`config.mk`:
```
export PLATFORM = sky130hd
export DESIGN_NAME = control_unit
export DESIGN_NICKNAME = d
export VERILOG_FILES = /design/src/rtl/control_unit.sv
export SDC_FILE = /design/constraint.sdc
export NUM_CORES = 1
export LEC_CHECK = 0
export CAP_MARGIN = 15
export CORE_MARGIN = 10
export CORE_UTILIZATION = 37
export DETAILED_ROUTE_END_ITERATION = 12
export DONT_BUFFER_PORTS = 1
export HOLD_SLACK_MARGIN = 0.08
export SYNTH_ARGS = -nofsm -noshare
export SYNTH_HDL_FRONTEND = slang
export SYNTH_SLANG_ARGS = --single-unit
```
`constraint.sdc`:
```
create_clock -name clk -period 0.8 [get_ports clk]
set_input_delay 0.12 -clock clk [delete_from_list [all_inputs] [get_ports clk]]
set_output_delay 0.12 -clock clk [all_outputs]
set_load 0.03 [all_outputs]
```
`src/rtl/control_unit.sv`:
```
// RV32I main decoder: opcode/funct3/funct7 -> datapath controls, registered one stage.
// Optional macro CU_ILLEGAL_INSN_EN adds a registered illegal_insn flag.
module control_unit (
  input  logic       clk,
  input  logic       rst_n,
  input  logic [6:0] opcode,
  input  logic [2:0] funct3,
  input  logic [6:0] funct7,
  output logic       RUWr,
  output logic [1:0] RUDataWrSrc,
  output logic       DMWr,
  output logic [2:0] DMCtrl,
  output logic       ALUASrc,
  output logic       ALUBSrc,
  output logic [3:0] ALUOp,
  output logic [2:0] ImmSrc,
  output logic [4:0] BrOp
`ifdef CU_ILLEGAL_INSN_EN
  ,
  output logic       illegal_insn
`endif
);

  localparam logic [6:0] OP_R      = 7'b0110011;
  localparam logic [6:0] OP_I      = 7'b0010011;
  localparam logic [6:0] OP_LOAD   = 7'b0000011;
  localparam logic [6:0] OP_STORE  = 7'b0100011;
  localparam logic [6:0] OP_BRANCH = 7'b1100011;
  localparam logic [6:0] OP_JAL    = 7'b1101111;
  localparam logic [6:0] OP_JALR   = 7'b1100111;
  localparam logic [6:0] OP_LUI    = 7'b0110111;
  localparam logic [6:0] OP_AUIPC  = 7'b0010111;

  logic       ru_wr_p0;
  logic [1:0] wb_src_p0;
  logic       dm_wr_p0;
  logic [2:0] dm_ctrl_p0;
  logic       alu_a_src_p0;
  logic       alu_b_src_p0;
  logic [3:0] alu_op_p0;
  logic [2:0] imm_src_p0;
  logic [4:0] br_op_p0;

  // Only funct7[5] carries meaning in RV32I base encodings.
  logic unused_funct7;
  assign unused_funct7 = ^{funct7[6], funct7[4:0]};

  // Stage p0: combinational decode
  always_comb begin
    ru_wr_p0     = 1'b0;
    wb_src_p0    = 2'b00;
    dm_wr_p0     = 1'b0;
    dm_ctrl_p0   = 3'b000;
    alu_a_src_p0 = 1'b0;
    alu_b_src_p0 = 1'b0;
    alu_op_p0    = 4'b0000;
    imm_src_p0   = 3'b000;
    br_op_p0     = 5'b00000;
    case (opcode)
      OP_R: begin
        ru_wr_p0  = 1'b1;
        alu_op_p0 = {funct7[5], funct3};
      end
      OP_I: begin
        ru_wr_p0     = 1'b1;
        alu_b_src_p0 = 1'b1;
        alu_op_p0    = {(funct3 == 3'b101) & funct7[5], funct3};
      end
      OP_LOAD: begin
        ru_wr_p0     = 1'b1;
        wb_src_p0    = 2'b01;
        alu_b_src_p0 = 1'b1;
        dm_ctrl_p0   = funct3;
      end
      OP_STORE: begin
        dm_wr_p0     = 1'b1;
        alu_b_src_p0 = 1'b1;
        imm_src_p0   = 3'b001;
        dm_ctrl_p0   = funct3;
      end
      OP_BRANCH: begin
        alu_a_src_p0 = 1'b1;
        alu_b_src_p0 = 1'b1;
        imm_src_p0   = 3'b010;
        br_op_p0     = {2'b01, funct3};
      end
      OP_JAL: begin
        ru_wr_p0     = 1'b1;
        wb_src_p0    = 2'b10;
        alu_a_src_p0 = 1'b1;
        alu_b_src_p0 = 1'b1;
        imm_src_p0   = 3'b100;
        br_op_p0     = 5'b10000;
      end
      OP_JALR: begin
        ru_wr_p0     = 1'b1;
        wb_src_p0    = 2'b10;
        alu_b_src_p0 = 1'b1;
        br_op_p0     = 5'b10000;
      end
      OP_LUI: begin
        ru_wr_p0     = 1'b1;
        alu_b_src_p0 = 1'b1;
        imm_src_p0   = 3'b011;
        alu_op_p0    = 4'b1111;
      end
      OP_AUIPC: begin
        ru_wr_p0     = 1'b1;
        alu_a_src_p0 = 1'b1;
        alu_b_src_p0 = 1'b1;
        imm_src_p0   = 3'b011;
      end
      default: ;
    endcase
  end

`ifdef CU_ILLEGAL_INSN_EN
  logic illegal_p0;

  always_comb begin
    illegal_p0 = 1'b0;
    case (opcode)
      OP_R, OP_I, OP_JAL, OP_LUI, OP_AUIPC: illegal_p0 = 1'b0;
      OP_BRANCH: illegal_p0 = (funct3 == 3'b010) || (funct3 == 3'b011);
      OP_LOAD:   illegal_p0 = (funct3 == 3'b011) || (funct3[2:1] == 2'b11);
      OP_STORE:  illegal_p0 = (funct3 > 3'b010);
      OP_JALR:   illegal_p0 = (funct3 != 3'b000);
      default:   illegal_p0 = 1'b1;
    endcase
  end

  always_ff @(posedge clk or negedge rst_n) begin
    if (!rst_n) illegal_insn <= 1'b0;
    else        illegal_insn <= illegal_p0;
  end
`endif

  // Stage p1: registered outputs toward execute
  always_ff @(posedge clk or negedge rst_n) begin
    if (!rst_n) begin
      RUWr        <= 1'b0;
      RUDataWrSrc <= 2'b00;
      DMWr        <= 1'b0;
      DMCtrl      <= 3'b000;
      ALUASrc     <= 1'b0;
      ALUBSrc     <= 1'b0;
      ALUOp       <= 4'b0000;
      ImmSrc      <= 3'b000;
      BrOp        <= 5'b00000;
    end else begin
      RUWr        <= ru_wr_p0;
      RUDataWrSrc <= wb_src_p0;
      DMWr        <= dm_wr_p0;
      DMCtrl      <= dm_ctrl_p0;
      ALUASrc     <= alu_a_src_p0;
      ALUBSrc     <= alu_b_src_p0;
      ALUOp       <= alu_op_p0;
      ImmSrc      <= imm_src_p0;
      BrOp        <= br_op_p0;
    end
  end

endmodule

```
== Word-level counts from Yosys, hierarchy flattened ==
Cells that the tools add are included.

* Multiplexer cells: 9
* Equal/unequal tests: 10
* Reductions and logical operators: 6
* Bitwise gates (word level): 1

{| class="wikitable"
|+ Operators by type and width
! kind !! count
|-
| $eq 7x6->1 const B || 3
|-
| $eq 7x7->1 const B || 3
|-
| $eq 7x5->1 const B || 2
|-
| $pmux 3 s4 || 1
|-
| $pmux 4 s3 || 1
|-
| $pmux 5 s2 || 1
|-
| $reduce_or 8->1 || 1
|-
| $eq 7x2->1 const B || 1
|-
| $reduce_or 7->1 || 1
|-
| $reduce_or 2->1 || 3
|-
| $mux 1 || 4
|-
| $pmux 2 s2 || 1
|-
| $eq 3x3->1 const B || 1
|-
| $mux 3 || 1
|-
| $reduce_or 3->1 || 1
|-
| $and 1x1->1 || 1
|}

* Output and inout port bits: 21
* Input bits: 19
* Register bits after elaboration: 21

== Depth between registers and ports, before layout ==
Gate-level depths: netlist of run 1.

* Word-level depth: 3
* Depth in mapped cells: 4

== Worst setup path after synthesis of run 1 ==
No wires, ideal clock.

* Path kind: input-to-reg
* Start point: input port opcode[2]
* End point: register BrOp[0]
* Data required time: 734 ps
* Path slack: 121 ps
* Arrival: 613 ps
* Stages on the path: 3
* Library setup time: 66 ps
* Path through: nand4bb_1 -> nor3_2 -> and2_1

* Longest elaborated chain between the ends: 3

{| class="wikitable"
|+ Ends and longest elaborated chain
! item !! line !! source
|-
| from (decl) || 6 || <nowiki>input logic [6:0] opcode,</nowiki>
|-
| $eq 7x7->1 || 59 || <nowiki>case (opcode)</nowiki>
|-
| $reduce_or 2->1 (no source line) || n/a ||
|-
| $pmux 5 s2 (*) || 59 ||
|-
| net br_op_p0[0] || 42 || <nowiki>logic [4:0] br_op_p0;</nowiki>
|-
| to (signal assigned) || 159 || <nowiki>BrOp <= br_op_p0;</nowiki>
|-
| to (decl) || 17 || <nowiki>output logic [4:0] BrOp</nowiki>
|}

Mark *: on every way through the listed nets, which the timed path passes. The rest lies on a longest branch.

== Worst setup path after layout of run 1 ==
* Start point: register ALUOp[2]
* End point: output port ALUOp[2]

{| class="wikitable"
|+ RTL lines
! item !! line !! source
|-
| from (decl) || 15 || <nowiki>output logic [3:0] ALUOp,</nowiki>
|-
| from (signal assigned) || 157 || <nowiki>ALUOp <= alu_op_p0;</nowiki>
|}

No word-level cell between the ends.

==> results of run 1 <==
where the power goes:
part           total (mW)  switching [mW]  internal [mW]  leakage (nW)
combinational       0.159          0.0665         0.0929         0.177
sequential           1.10          0.0261           1.07         0.257
clock               0.499           0.313          0.186        0.0177
kinds of logic (layout without fill, tap and decap cells):
| kind of cell | after synthesis | after routing |
|---|---|---|
| compound gates | 12 | 12 |
| xor+xnor | 1 | 1 |
| buf+inv | 1 | 18 |
| flops | 21 | 21 |
| simple gates | 35 | 35 |
final cells by class:
| type | instances | area (µm²) |
|---|---|---|
| fill | 195 | 1100 |
| sequential | 21 | 552 |
| multi-input combinational | 48 | 325 |
| timing repair buffer | 14 | 148 |
| tap | 28 | 35.0 |
| clock buffer | 3 | 22.5 |
| clock inverter | 1 | 5.00 |
state kept, by name (all words and copies together) (netlist names), 2 cells and up:
name,cells
BrOp,5
ALUOp,4
DMCtrl,3
ImmSrc,3
RUDataWrSrc,2
routing by layer:
layer,track usage [%],up-vias,part of all wire (%)
li1,-,277,-
met1,9.96,290,36
met2,14.9,18,51
met3,4.63,2,11
met4,6.03,0,1.4
met5,0,-,0
placed cells by master, fill, tap and decap left out, types with 2 or more instances in the layout:
cell type / synthesis / layout
nor3_2: 2 / 2
nand2b_1: 4 / 4
and2_1: 8 / 8
dfrtp_2: 0 / 21
buf_4: 1 / 3
clkbuf_4: 0 / 3
dlymetal6s4s_1: 0 / 2
nand2_1: 2 / 2
o21ai_0: 3 / 2
nor2_1: 7 / 6
a21oi_1: 7 / 7
dlygate4sd3_1: 0 / 8
per-stage QoR:
step	instances	power (mW)
finish	115	1.76
CTS	113	1.75
floorplan	70	1.19
global placement	99	1.20
detailed placement	99	1.20
global route	115	1.88
path summary, 6_finish.rpt:
path,start,to,slack (ns)
setup / recovery,ALUOp[2]$_DFF_PN0_,ALUOp[2],-0.12
hold / removal,opcode[3],ImmSrc[1]$_DFF_PN0_,-0.14
max in group asynchronous,rst_n,ALUASrc$_DFF_PN0_,0.43
min in group asynchronous,rst_n,DMCtrl[0]$_DFF_PN0_,0.22
repair_timing:
action | in CTS | in global routing
setup endpoints to repair | 21 | 29
hold buffers | 10 | 2
pin swaps | 0 | 1
resized for setup | 21 | 6
hold endpoints to repair | 42 | 41
setup buffers | 0 | 1
==> metrics, run 1 <==
CTS root buf clkbuf_4; max-slew violation count 0; data arrival time of the worst path approximately 0.8 ns; PD cells 1620 nW/µm²; # DRC 0; mux cell area share after synthesis 0%; Sink Count 21; complex-gate fraction of the synthesized area 7.56%; asr flop ratio synth 100%; Adder-Cell Fraction of Synth Area 0%; largest area contributor in the netlist dfrtp_1; # rows 17; via count between 500 and 600; HP Class in -> reg; Top-Level Pins 40; Netlist Area Pre-Place 845 µm²; failing checks hold timing, setup timing; Syn. warnings 0; Vias per Instance 5.10; post-synth top area share 62.2%; startpoint types register; critical path type reg -> out; Relative slew margins 82.9%; ranking of synthesized cells by area dfrtp_1, and2_1, a21oi_1; cell count after synthesis 70; final number of setup-violating endpoints 21; final wirelength approximately 2000 µm; count leader, synth dfrtp_1; TritonCTS clock tree yes; Worst VDD drop around 0.57 mV; hold depth 1; final hold violations 12; Routed wire per std cell between 15 and 20 µm; clock period minus worst slack 0.915 ns; Tot GR Track Use 9.47%; final net count 107; antenna diode instance count 0; CTS HTree Levels 1; share of layout cells above drive strength 1 42.5%; Crit. End Element primary output; number of global-route vias before repair around 600; largest family of logic cells by synthesized area simple AND/OR/NAND/NOR gates; leakage power 0.452 nW; DP Area 887 µm²; fin util between 40% and 50%; Overflow after GRT 0; CP Data Required Time 0.68 ns; GP Congestion 0.726; pre-CTS setup slack roughly 0.021 ns; synthesized area per cell between 10 and 15 µm²; first-pass GRT wire length about 3200 µm; TritonRoute pass-1 iters 4; Num CTS Buffers 3; Core Region around 2200 µm²; setup_tns -2.29 ns; EDFF count, synth 0; Finished Cell Area 1090 µm²; setup ws final -0.115 ns; Clock Path Buffers 2; fmax 1090 MHz; Post-synth top cells dfrtp_1, and2_1, a21oi_1, nor2_1, nand2b_1; Post-Synth Simple-Gate Area 28.3%; die height 67.8 µm; crit path max fanout 1; top_reg_cell synth dfrtp_1; initial antenna violation count 0; largest net degree at the start of global routing 22; final period utilization 114%; post-synthesis xor/xnor area fraction 1.04%; CP Depth 0; Yosys reg bits 21; syn nets 89; RSZ-0062 raised after global routing yes; worst slew pin tran 0.253 ns; post-route ant nets 0; PortBufs 0; outcome finished with violations; post-synthesis cell type count 24; post-synthesis sequential area ratio 62.2%; Worst Hold Margin -0.138 ns; DRC violation total after the first TritonRoute iteration 23; DIE AREA roughly 4600 µm²; starting density of the core 38.5%; Worst-path clk slew 0.11 ns; DIE WIDTH 67.8 µm; Max Cap Viol 0; synthesis-to-finish area growth 28.7%; dpl hpwl 1440 µm
No activity file was read; power rests on OpenSTA's default activity.
==> run 2: changes to the inputs <==
--- a/config.mk
+++ b/config.mk
@@ -6,10 +6,12 @@
 export NUM_CORES = 1
 export LEC_CHECK = 0
 export CAP_MARGIN = 15
+export CORE_ASPECT_RATIO = 1.5
 export CORE_MARGIN = 10
 export CORE_UTILIZATION = 37
 export DETAILED_ROUTE_END_ITERATION = 12
 export DONT_BUFFER_PORTS = 1
+export GPL_ROUTABILITY_DRIVEN = 0
 export HOLD_SLACK_MARGIN = 0.08
 export SYNTH_ARGS = -nofsm -noshare
 export SYNTH_HDL_FRONTEND = slang
==> run 2 against run 1 <==
The run still ends with hold timing, setup timing left. Highest routed layer is now met3. Design area shrank 10%. Sequential share of layout area is 5.8 points higher. Global-route usage is 1.2 points lower. Hold slack lost 0.35 ns. Fmax is 1.7% higher. Clock power down 6.8%. Sequential power about the same. Critical path depth unchanged. Routed wire length down 8.0%. Combinational power shrank 38%.
==> metrics, run 2 (synthesis results as in run 1) <==
final number of setup-violating endpoints 21; max-slew violation count 0; worst slew pin tran around 0.28 ns; Num CTS Buffers 3; DRC violation total after the first TritonRoute iteration 11; final period utilization 112%; antenna diode instance count 0; Sink Count 21; largest register by flop count BrOp; final hold violations 28; final net count 98; die height 78.5 µm; Core Region 2210 µm²; data arrival time of the worst path 0.78 ns; failing checks hold timing, setup timing; clock period minus worst slack about 0.90 ns; first-pass GRT wire length 2990 µm; fin util 44.2%; HP Class in -> async; PortBufs 0; Worst VDD drop 0.689 mV; Total Power 1.66 mW; Tot GR Track Use 8.24%; Relative slew margins roughly 80%; Routed wire per std cell roughly 18 µm; CP Data Required Time 0.68 ns; Clock Path Buffers 2; fmax 1110 MHz; Crit. End Element primary output; Max Cap Viol 0; largest net degree at the start of global routing 22; outcome finished with violations; startpoint types register; Worst-path clk slew around 0.10 ns; CTS root buf clkbuf_4; number of post-CTS setup repair buffers 0; via count 544; crit path max fanout 1; share of layout cells above drive strength 1 41.0%; most common cell after layout, fill and taps aside dfrtp_2; CTS HTree Levels 1; Vias per Instance 5.39; RSZ-0062 raised after global routing yes; dpl hpwl around 1400 µm; post-route ant nets 0; Top-Level Pins 40; leakage power 0.382 nW; max reg flops 5; initial antenna violation count 0; DIE WIDTH 59.0 µm; setup ws final -0.100 ns; TritonCTS clock tree yes; PD cells 1700 nW/µm²; final wirelength 1850 µm; # rows 21; top flop regs BrOp: 5 flops, ALUOp: 4 flops; number of global-route vias before repair ~610; most frequent cells in the layout dfrtp_2, and2_1, a21oi_1; TritonRoute pass-1 iters 2; # DRC 0; critical path type reg -> out; DIE AREA 4630 µm²; setup_tns -1.88 ns; synthesis-to-finish area growth 15.6%; Worst Hold Margin -0.489 ns; starting density of the core 38.3%; Overflow after GRT 0
-- run 2: metrics by stage --
| step | std cells | worst slack, ns | area, µm² |
|---|---|---|---|
| after global placement | 92 | 0.0332 | 866 |
| after global routing | 101 | -0.121 | 976 |
| final | 101 | -0.100 | 976 |
| after detailed placement | 92 | 0.0143 | 866 |
| after CTS | 102 | -0.108 | 978 |
| after floorplan | 70 | 0.121 | 845 |
-- run 2: layout make-up --
| cell class | instances | area (µm²) |
|---|---|---|
| Clock buffer | 4 | 26.3 |
| Timing Repair Buffer | 5 | 50.0 |
| Multi-Input combinational cell | 48 | 319 |
| Fill cell | 220 | 1230 |
| Sequential cell | 21 | 552 |
| Tap cell | 23 | 28.8 |
-- run 2: worst paths after layout --
| path | start | end | slack, ns | cells after the start |
|---|---|---|---|---|
| setup / recovery | ALUASrc$_DFF_PN0_ | ALUASrc | -0.1 | 0 |
| hold / removal | rst_n | BrOp[2]$_DFF_PN0_ | -0.49 | 0 |
| max in group asynchronous | rst_n | ALUOp[0]$_DFF_PN0_ | 1.21 | 0 |
| min in group clk | opcode[3] | ImmSrc[1]$_DFF_PN0_ | -0.13 | 1 |
-- run 2: timing repair --
item / in CTS / in global routing
hold buffers: 6 / 1
gates resized for setup: 21 / 2
cloned: 0 / 0
pin swaps: 0 / 1
endpoints found under the setup margin: 21 / 25
endpoints found under the hold margin: 42 / 42
-- run 2: metal layers --
metal | routed length (µm) | GRT usage [%] | part of all wire, % | vias up
li1 | - | - | - | 258
met1 | 632 | 8.25 | 34 | 263
met2 | 1010 | 13.5 | 54 | 23
met3 | 207 | 3.70 | 11 | 0
met4 | 0 | 4.84 | 0 | 0
met5 | 0 | 0 | 0 | -
-- run 2: where the power goes --
part,total [mW],switching (mW),internal (mW)
Sequential,1.10,0.0263,1.07
Clock,0.465,0.271,0.194
Combinational,0.0993,0.0409,0.0584
Total,1.66,0.338,1.32
==> run 3: changes to the inputs <==
--- a/config.mk
+++ b/config.mk
@@ -5,14 +5,19 @@
 export SDC_FILE = /design/constraint.sdc
 export NUM_CORES = 1
 export LEC_CHECK = 0
+export ABC_AREA = 1
 export CAP_MARGIN = 15
+export CELL_PAD_IN_SITES_DETAIL_PLACEMENT = 1
+export CELL_PAD_IN_SITES_GLOBAL_PLACEMENT = 1
 export CORE_ASPECT_RATIO = 1.5
 export CORE_MARGIN = 10
 export CORE_UTILIZATION = 37
+export CTS_BUF_LIST = sky130_fd_sc_hd__clkbuf_4
 export DETAILED_ROUTE_END_ITERATION = 12
 export DONT_BUFFER_PORTS = 1
 export GPL_ROUTABILITY_DRIVEN = 0
 export HOLD_SLACK_MARGIN = 0.08
+export PLACE_DENSITY_LB_ADDON = 0.1
 export SYNTH_ARGS = -nofsm -noshare
 export SYNTH_HDL_FRONTEND = slang
 export SYNTH_SLANG_ARGS = --single-unit
==> run 3 against run 2 <==
The flow still finishes with violations (hold timing, setup timing). Non-clock buffer count rose by 9. Critical path depth did not move. Synthesized cell count is 13% higher. Area after synthesis is 8.0% lower. Combinational power about the same. Clock-buffer cell count unchanged. Die area fell by 5.7%. Clock power grew 11%. Largest cell class unchanged. Largest power group unchanged.
==> metrics, run 3 <==
Vias per Instance approximately 4.8; RSZ-0062 raised after global routing yes; share of layout cells above drive strength 1 36.1%; Routed wire per std cell 15.4 µm; Sink Count 21; Worst VDD drop 0.646 mV; switching power share of the total 21.3%; Post-synth top cells dfrtp_1, nor2_1, inv_1; # fillers 229; Netlist Area Pre-Place around 780 µm²; antenna diode instance count 0; max reg flops 5; top_reg_cell synth dfrtp_1; hold-fix buffers at CTS 8; Worst-path clk slew 0.11 ns; CTS HTree Levels 1; max-slew violation count 0; power share of the sequential group 64.1%; Syn. warnings 0; largest net degree at the start of global routing 22; most frequent cells in the layout dfrtp_2, nor2_1, inv_1; initial antenna violation count 0; cell count after synthesis 79; worst slew pin tran 0.196 ns; leakage power 0.519 nW; # DRC 0; final period utilization 112%; # rows 20; outcome finished with violations; number of global-route vias before repair 669; Relative slew margins between 80% and 90%; Top-Level Pins 40; post-route ant nets 0; starting density of the core 38.3%; CP Data Required Time 0.68 ns; critical path type reg -> out; syn nets 98; clock share of power 30.0%; startpoint types register; count leader, synth dfrtp_1; Num CTS Buffers 3; Combinational Power Share 5.8%; synthesized area per cell between 9 and 10 µm²; post-synthesis cell type count 11; Crit. End Element primary output; fmax 1110 MHz; setup ws final -0.0993 ns; failing checks hold timing, setup timing; setup_tns -1.99 ns; dpl hpwl 1470 µm; final wirelength 1840 µm; post-synthesis sequential area ratio 67.6%; Max Cap Viol 0; final net count approximately 120; crit path max fanout 1; via count 569; Overflow after GRT 0; most common cell after layout, fill and taps aside dfrtp_2; die height around 76 µm; ranking of synthesized cells by area dfrtp_1, nor2_1, inv_1; Core Region 2030 µm²; CTS root buf clkbuf_4; final number of setup-violating endpoints 21; PD cells 1740 nW/µm²; Sw Pwr around 370 µW; Int Power between 1 and 1.5 mW; top flop regs BrOp: 5 flops, ALUOp: 4 flops; EDFF count, synth 0; TritonRoute pass-1 iters 2; largest register by flop count BrOp; Total Power 1.72 mW; Tot GR Track Use under 10%; Clock Path Buffers 2; DIE AREA 4370 µm²; TritonCTS clock tree yes; synthesis-to-finish area growth 27.2%; Worst Hold Margin -0.494 ns; largest area contributor in the netlist dfrtp_1; data arrival time of the worst path 0.78 ns; post-synth top area share between 60% and 70%; HP Class in -> async; clock period minus worst slack ~0.90 ns; Yosys reg bits 21; first-pass GRT wire length 3190 µm; PortBufs 0; asr flop ratio synth 100%; DRC violation total after the first TritonRoute iteration 10; final hold violations 22; DIE WIDTH 57.4 µm
[run 3: cell types whose count changed in the layout (fill, tap and decap cells not counted), sizes merged, moves of 2 or more]
cell	change
nor3	-3
inv	+14
and2	-9
nand2	+10
buf	+6
nand4bb	-2
dlygate4sd3	+2
nand2b	-4
nand3	+6
a21oi	-7
nor2	+12
[run 3: cell families after synthesis]
kind of cell           Yosys count  share of synthesized area (%)
buffers and inverters           14                           6.76
DFF                             21                           67.6
and+or+nand+nor                 40                           23.0
AOI/OAI and AO/OA                4                           2.58
[run 3: final cells by class]
| type | count | area [µm²] | area share, % |
|---|---|---|---|
| Sequential cell | 21 | 552 | 55.8 |
| Clock buffer | 4 | 30.0 | 3.04 |
| Inverter | 14 | 52.6 | 5.32 |
| Tap cell | 22 | 27.5 | 2.78 |
| Multi-Input combinational cell | 44 | 199 | 20.1 |
| Timing Repair Buffer | 14 | 128 | 12.9 |
[run 3: final timing paths]
check,from,to,slack [ns],cells after the start
hold / removal,rst_n,ALUASrc$_DFF_PN0_,-0.49,0
setup / recovery,RUDataWrSrc[0]$_DFF_PN0_,RUDataWrSrc[0],-0.1,0
max in group asynchronous,rst_n,DMWr$_DFF_PN0_,1.21,0
min in group clk,opcode[4],RUWr$_DFF_PN0_,-0.03,2
[run 3: power by group through the flow]
stage | Clock, mW | Combinational (mW) | Sequential [mW]
finish | 0.516 | 0.100 | 1.10
floorplan | 0 | 0.0448 | 1.12
CTS | 0.541 | 0.101 | 1.10
global placement | 0 | 0.0646 | 1.12
global route | 0.599 | 0.114 | 1.11
detailed placement | 0 | 0.0663 | 1.12
[run 3: timing repair]
action / 4_1_cts / 5_1_grt
setup endpoints to repair: 21 / 29
resized for setup: 21 / 1
setup buffers: 0 / 0
pin swaps: 0 / 1
endpoints found under the hold margin: 38 / 26
[run 3: per-layer routing]
| metal | routed length (µm) | vias up | GRT usage (%) | part of all wire [%] |
|---|---|---|---|---|
| met5 | 0 | - | 0 | 0 |
| met4 | 26 | 0 | 4.25 | 1.4 |
| met3 | 190 | 4 | 4.33 | 10 |
| met2 | 937 | 26 | 15.1 | 51 |
| met1 | 684 | 265 | 9.13 | 37 |
| li1 | - | 274 | - | - |
[run 3: metrics by stage]
| step | hold WS [ns] | std cells | util, % | worst slack, ns | area [µm²] |
|---|---|---|---|---|---|
| global route | -0.531 | 119 | 48.8 | -0.143 | 988 |
| global placement | -0.175 | 107 | 41.9 | -0.0449 | 850 |
| detailed placement | -0.175 | 107 | 41.9 | -0.114 | 850 |
| finish | -0.494 | 119 | 48.8 | -0.0993 | 988 |
| CTS | -0.504 | 119 | 48.6 | -0.114 | 986 |
| floorplan | -0.176 | 79 | - | 0.0822 | 777 |
